--- src/rtl/spi_pkg.sv ---
// Shared types and helpers for the SPI register-frame master.
package spi_pkg;

    typedef enum logic [2:0] {
        IDLE  = 3'd0,
        SETUP = 3'd1,
        HIGH  = 3'd2,
        LOW   = 3'd3,
        HOLD  = 3'd4,
        GAP   = 3'd5
    } state_t;

    localparam logic RW_WRITE = 1'b1;
    localparam logic RW_READ  = 1'b0;

    // Frame is R/W flag, then address, then data.
    function automatic int frame_len(input int a, input int d);
        return 1 + a + d;
    endfunction

endpackage

--- src/rtl/spi_clk_gen.sv ---
// Half-period tick generator: tick is high on the last of every CLK_DIV cycles.
module spi_clk_gen #(
    parameter int CLK_DIV = 4
) (
    input  logic clk,
    input  logic rst_n,
    input  logic restart,
    output logic tick
);

    localparam int CW = (CLK_DIV > 1) ? $clog2(CLK_DIV + 1) : 1;
    localparam logic [CW-1:0] LAST = CW'(CLK_DIV - 1);

    logic [CW-1:0] cnt_q;
    logic [CW-1:0] cnt_d;

    always_comb begin
        cnt_d = cnt_q;
        if (restart || (cnt_q == LAST)) begin
            cnt_d = '0;
        end else begin
            cnt_d = cnt_q + 1'b1;
        end
    end

    assign tick = !restart && (cnt_q == LAST);

    always_ff @(posedge clk or negedge rst_n) begin
        if (!rst_n) begin
            cnt_q <= '0;
        end else begin
            cnt_q <= cnt_d;
        end
    end

endmodule

--- src/rtl/spi_master_ctrl.sv ---
// SPI mode-0 master issuing one R/W register frame per accepted command.
// Handshake: a command transfers on a clk edge with cmd_valid && cmd_ready; cmd_ready is high only in IDLE.
module spi_master_ctrl
    import spi_pkg::*;
#(
    parameter int A       = 8,
    parameter int D       = 8,
    parameter int CLK_DIV = 4
) (
    input  logic         clk,
    input  logic         rst_n,
    input  logic         cmd_valid,
    output logic         cmd_ready,
    input  logic         cmd_wr,
    input  logic [A-1:0] cmd_addr,
    input  logic [D-1:0] cmd_wdata,
    output logic         rsp_valid,
    output logic [D-1:0] rsp_rdata,
    output logic         busy,
    output logic         ss,
    output logic         sclk,
    output logic         mosi,
    input  logic         miso,
    output state_t       dbg_state
);

    localparam int N  = frame_len(A, D);
    localparam int BW = $clog2(N + 1);
    localparam logic [BW-1:0] FIRST_DATA = BW'(A + 1);
    localparam logic [BW-1:0] LAST_BIT   = BW'(N - 1);

    state_t         state_q, state_d;
    logic [BW-1:0]  bit_q, bit_d;
    logic [N-1:0]   sr_q, sr_d;
    logic           wr_q, wr_d;
    logic [D-1:0]   cap_q, cap_d;
    logic           ss_q, ss_d;
    logic           sclk_q, sclk_d;
    logic           mosi_q, mosi_d;
    logic           rsp_valid_q, rsp_valid_d;
    logic [D-1:0]   rsp_rdata_q, rsp_rdata_d;
    logic [D-1:0]   wdata_m;
    logic           tick;

    spi_clk_gen #(.CLK_DIV(CLK_DIV)) u_clk_gen (
        .clk     (clk),
        .rst_n   (rst_n),
        .restart (state_q == IDLE),
        .tick    (tick)
    );

    assign wdata_m = (cmd_wr == RW_WRITE) ? cmd_wdata : '0;

    always_comb begin
        state_d     = state_q;
        bit_d       = bit_q;
        sr_d        = sr_q;
        wr_d        = wr_q;
        cap_d       = cap_q;
        ss_d        = ss_q;
        sclk_d      = sclk_q;
        mosi_d      = mosi_q;
        rsp_valid_d = 1'b0;
        rsp_rdata_d = rsp_rdata_q;
        case (state_q)
            IDLE: begin
                if (cmd_valid) begin
                    state_d = SETUP;
                    wr_d    = cmd_wr;
                    sr_d    = {wdata_m, cmd_addr, cmd_wr};
                    bit_d   = '0;
                    cap_d   = '0;
                    ss_d    = 1'b0;
                    sclk_d  = 1'b0;
                    mosi_d  = cmd_wr;
                end
            end
            SETUP, LOW: begin
                if (tick) begin
                    state_d = HIGH;
                    sclk_d  = 1'b1;
                end
            end
            HIGH: begin
                if (tick) begin
                    sclk_d = 1'b0;
                    // Data bits arrive LSB first, so shift in from the top.
                    if ((wr_q == RW_READ) && (bit_q >= FIRST_DATA)) begin
                        cap_d = {miso, cap_q[D-1:1]};
                    end
                    if (bit_q == LAST_BIT) begin
                        state_d = HOLD;
                    end else begin
                        state_d = LOW;
                        bit_d   = bit_q + 1'b1;
                        sr_d    = sr_q >> 1;
                        mosi_d  = sr_q[1];
                    end
                end
            end
            HOLD: begin
                if (tick) begin
                    state_d     = GAP;
                    ss_d        = 1'b1;
                    mosi_d      = 1'b0;
                    rsp_valid_d = 1'b1;
                    rsp_rdata_d = cap_q;
                end
            end
            GAP: begin
                if (tick) begin
                    state_d = IDLE;
                end
            end
            default: begin
                state_d = IDLE;
                ss_d    = 1'b1;
                sclk_d  = 1'b0;
            end
        endcase
    end

    always_ff @(posedge clk or negedge rst_n) begin
        if (!rst_n) begin
            state_q     <= IDLE;
            bit_q       <= '0;
            sr_q        <= '0;
            wr_q        <= 1'b0;
            cap_q       <= '0;
            ss_q        <= 1'b1;
            sclk_q      <= 1'b0;
            mosi_q      <= 1'b0;
            rsp_valid_q <= 1'b0;
            rsp_rdata_q <= '0;
        end else begin
            state_q     <= state_d;
            bit_q       <= bit_d;
            sr_q        <= sr_d;
            wr_q        <= wr_d;
            cap_q       <= cap_d;
            ss_q        <= ss_d;
            sclk_q      <= sclk_d;
            mosi_q      <= mosi_d;
            rsp_valid_q <= rsp_valid_d;
            rsp_rdata_q <= rsp_rdata_d;
        end
    end

    assign cmd_ready = (state_q == IDLE);
    assign busy      = (state_q != IDLE);
    assign rsp_valid = rsp_valid_q;
    assign rsp_rdata = rsp_rdata_q;
    assign ss        = ss_q;
    assign sclk      = sclk_q;
    assign mosi      = mosi_q;
    assign dbg_state = state_q;

endmodule
--- config.mk ---
export PLATFORM = sky130hd
export DESIGN_NAME = spi_master_ctrl
export DESIGN_NICKNAME = d
export VERILOG_FILES = /design/src/rtl/spi_pkg.sv /design/src/rtl/spi_clk_gen.sv /design/src/rtl/spi_master_ctrl.sv
export SDC_FILE = /design/constraint.sdc
export NUM_CORES = 1
export LEC_CHECK = 0
export CAP_MARGIN = 20
export CORE_MARGIN = 8
export CORE_UTILIZATION = 49
export DETAILED_ROUTE_END_ITERATION = 6
export GPL_TIMING_DRIVEN = 0
export PLACE_DENSITY = 0.7
export SYNTH_ARGS = -nofsm -noshare
export SYNTH_HDL_FRONTEND = slang
export SYNTH_SLANG_ARGS = --single-unit
--- constraint.sdc ---
create_clock -name clk -period 5.7 [get_ports clk]
set_input_delay 0.855 -clock clk [delete_from_list [all_inputs] [get_ports clk]]
set_output_delay 0.855 -clock clk [all_outputs]
set_load 0.1 [all_outputs]
==> results.yml <==
synthesis:
  synth_seq_cells: 48
  syn_avg_cell_area_sq_um: 11.59
  netlist_area_sq_mm: 0.002306
  synth_area_leaders: "dfrtp_1 (51%), mux2_2 (11%), mux2i_1 (3.5%), a22o_1 (3.0%), ha_1 (2.7%)"
  synth_top_area_share_pct: 51.00
  ys_types: 42
  syn_nets: 225
  synth_top_cell_by_area: "dfrtp_1"
  synth-seq-area-share_pct: 52.14
  synthCells: 199
  yosysWarningCount: 0
detailed_routing:
  vias_per_cell: 5.639
  routedWlPerCell_um: 15.68
  ant_nets: 0
  drcViolationCount: 0
  dr.first_iter.drc_count: 70
  totalWireLength_um: 4688
  vias: 1686
  drtPass1Iterations: 4
layout:
  syn2layout_area_growth_pct: 24.47
  fillers: 385
  diodes: 0
  num-nets-final: 270
  final_cell_count_no_fill: 299
  drive_above_1_share_pct: 18.78
floorplanning:
  start_util_pct: 49.81
  row_count: 25
  ios: 38
  die_area_sq_mm: 0.007157
  die_y_um: 84.60
  die_w_um: 84.60
  coreArea_sq_mm: 0.004629
sta:
  fin_crit_sh_pct: 62.37
  finalCriticalPeriod_ns: 3.555
  timing.final.hold_violations: 0
  rsz0062_at_grt: "no"
  worst_pin_slew_ns: 1.034
  setup_viol: 0
  setup_tns_ns: 0
  fin_worst_skew_ns: 0.006357
  slew_headroom_pct: 30.67
  fin_ws_ns: 2.145
  drv_slew: 0
  timing.fmax_ghz: 0.2813
cts:
  cts_resized: 0
  cts-htree-levels: 2
  cts.sinks: 48
  clk_latency_ns: 0.30
  clockBufferDepth: 2
  cts_tree: "yes"
  clkSlewWorstSetupHoldPaths_ns: 0.08
  cts_root_buffer: "clkbuf_8"
  holdBufCountCts: 0
  cts_made_buffers: 5
  cts_setup_buffers: 0
place:
  io_buffers: 37
  finalWeightedCongestion: 0.8069
  dpl.cell_count: 291
  pre_cts_slack_ns: 2.435
  dpl.hpwl_um: 3346
worst_setup_path:
  startpoint_type: "flop"
  r2r.worst_path.cells: 7
  required_ns: 4.85
  crit_arrival_ns: 2.70
  cp_max_fo: 8
  crit_type: "reg2out"
  endpoint_kind: "output pin"
global_routing:
  antenna_found_initial: 0
  grt_pass1_wl_um: 7866
  grt_max_degree: 30
  grt-ovfl-total: 0
  grt_pass1_vias: 1661
  grtUsageTotal_pct: 13.61
pwr:
  peakVddDrop_uv: 371.0
  p_leak_nw: 1.353
  powerDensity_mw_per_mm2: 494.1
worst_hold_path:
  whs_path_depth: 1
  hold_path.class: "reg2reg"
run:
  cap_violations: 0
outcome:
  status: "complete, no violations"
## sequential cells by signal, summed over array words and instances (netlist names)
register / flops
cap_q: 8
dbg_state: 3
u_clk_gen.cnt_q: 3
rsp_valid: 1
ss: 1
sclk: 1
wr_q: 1
mosi: 1
rsp_rdata: 8
sr_q: 16
bit_q: 5
## area by class of cell
cell class	instances	area, sq um	share of cell area [%]
sequential	48	1202	41.89
multi-input combinational	124	983.4	34.26
inverter	16	60.06	2.092
clock buffer	5	68.82	2.398
buffer	11	60.06	2.092
clock inverter	3	42.54	1.482
tap	54	67.56	2.354
timing repair buffer	38	385.4	13.43
## kinds of logic after synthesis
family          count (synthesis)  share of synthesized area [%]
compound gates                 45                          13.78
mux                            34                          16.66
buf+inv                        27                          5.209
flops                          48                          52.14
fa+ha+maj                       5                          2.713
simple gates                   40                          9.495
## final timing paths
kind	start	endpoint	slack, ns
worst max-delay path	dbg_state[2]	cmd_ready	2.14
worst min-delay path	u_clk_gen.cnt_q[0]	u_clk_gen.cnt_q[0]	0.45
worst max register to register	u_clk_gen.cnt_q[0]	cap_q[4]	3.42
worst min register to register	u_clk_gen.cnt_q[0]	u_clk_gen.cnt_q[0]	0.45
max in group asynchronous	rst_n	cap_q[4]	4.68
min in group asynchronous	rst_n	u_clk_gen.cnt_q[0]	0.50
## synthesized netlist by cell type, drive strengths merged
cell type	number
a211o	1
nand4bb	1
mux2i	8
nand3	2
nand4	1
dfrtp	47
a2111oi	1
or2	1
o31ai	1
o211ai	1
and2	1
o21a	2
nor3	5
clkbuf	5
ha	5
dfstp	1
nand2b	3
a31o	1
o21ai	5
a211oi	1
o32a	1
or3b	1
nand2	4
o41ai	2
mux2	26
buf	6
inv	16
and3	9
o22ai	3
a22o	8
a2bb2oi	3
nor3b	1
a31oi	1
a21o	2
a21oi	11
a32o	1
nor2	9
nor2b	2
## placed cells by master (no fill, tap or decap), types with 2 or more instances in the layout
cell	n
o22ai_1	3
nor2_1	9
ha_1	5
o21a_1	2
buf_2	4
inv_1	16
mux2_2	23
nor2b_1	2
nor3_1	5
nand3_1	2
mux2i_1	8
clkbuf_1	5
o21ai_0	4
mux2_4	3
a2bb2oi_1	3
a21oi_1	11
nand2_1	4
clkbuf_8	5
clkdlybuf4s50_1	36
a22o_1	8
dfrtp_1	47
and3_1	9
a21o_1	2
o41ai_1	2
buf_4	2
nand2b_1	3
## critical path, cell delays in order, from the launching register on
cell             delay (ns)
dfrtp_1                0.45
or2_2                  0.31
clkbuf_1               0.19
nor2_1                 0.26
clkdlybuf4s50_1        1.19
## power breakdown
| part | switching [mW] | internal (mW) |
|---|---|---|
| clock | 0.115 | 0.130 |
| combinational | 0.382 | 0.277 |
| sequential | 0.0688 | 0.446 |
## routing by layer
layer	share of wire (%)	GRT usage, %	up-vias
met4	1.2	5.016	0
met2	48	21.47	43
li1	-	-	808
met1	45	16.73	829
met5	0	0	-
met3	6.1	4.683	6
## through the flow
stage / util (%) / power [mW] / area [sq um] / hold WS (ns)
finish: 62.00 / 1.418 / 2870 / 0.4467
floorplan: - / 1.027 / 2306 / 0.4150
detailed placement: 59.59 / 1.183 / 2759 / 0.4374
global route: 62.00 / 1.516 / 2870 / 0.4727
global placement: 59.27 / 1.167 / 2744 / 0.4276
CTS: 62.00 / 1.431 / 2870 / 0.4490
Note: power is estimated with default switching activity, not from simulation.
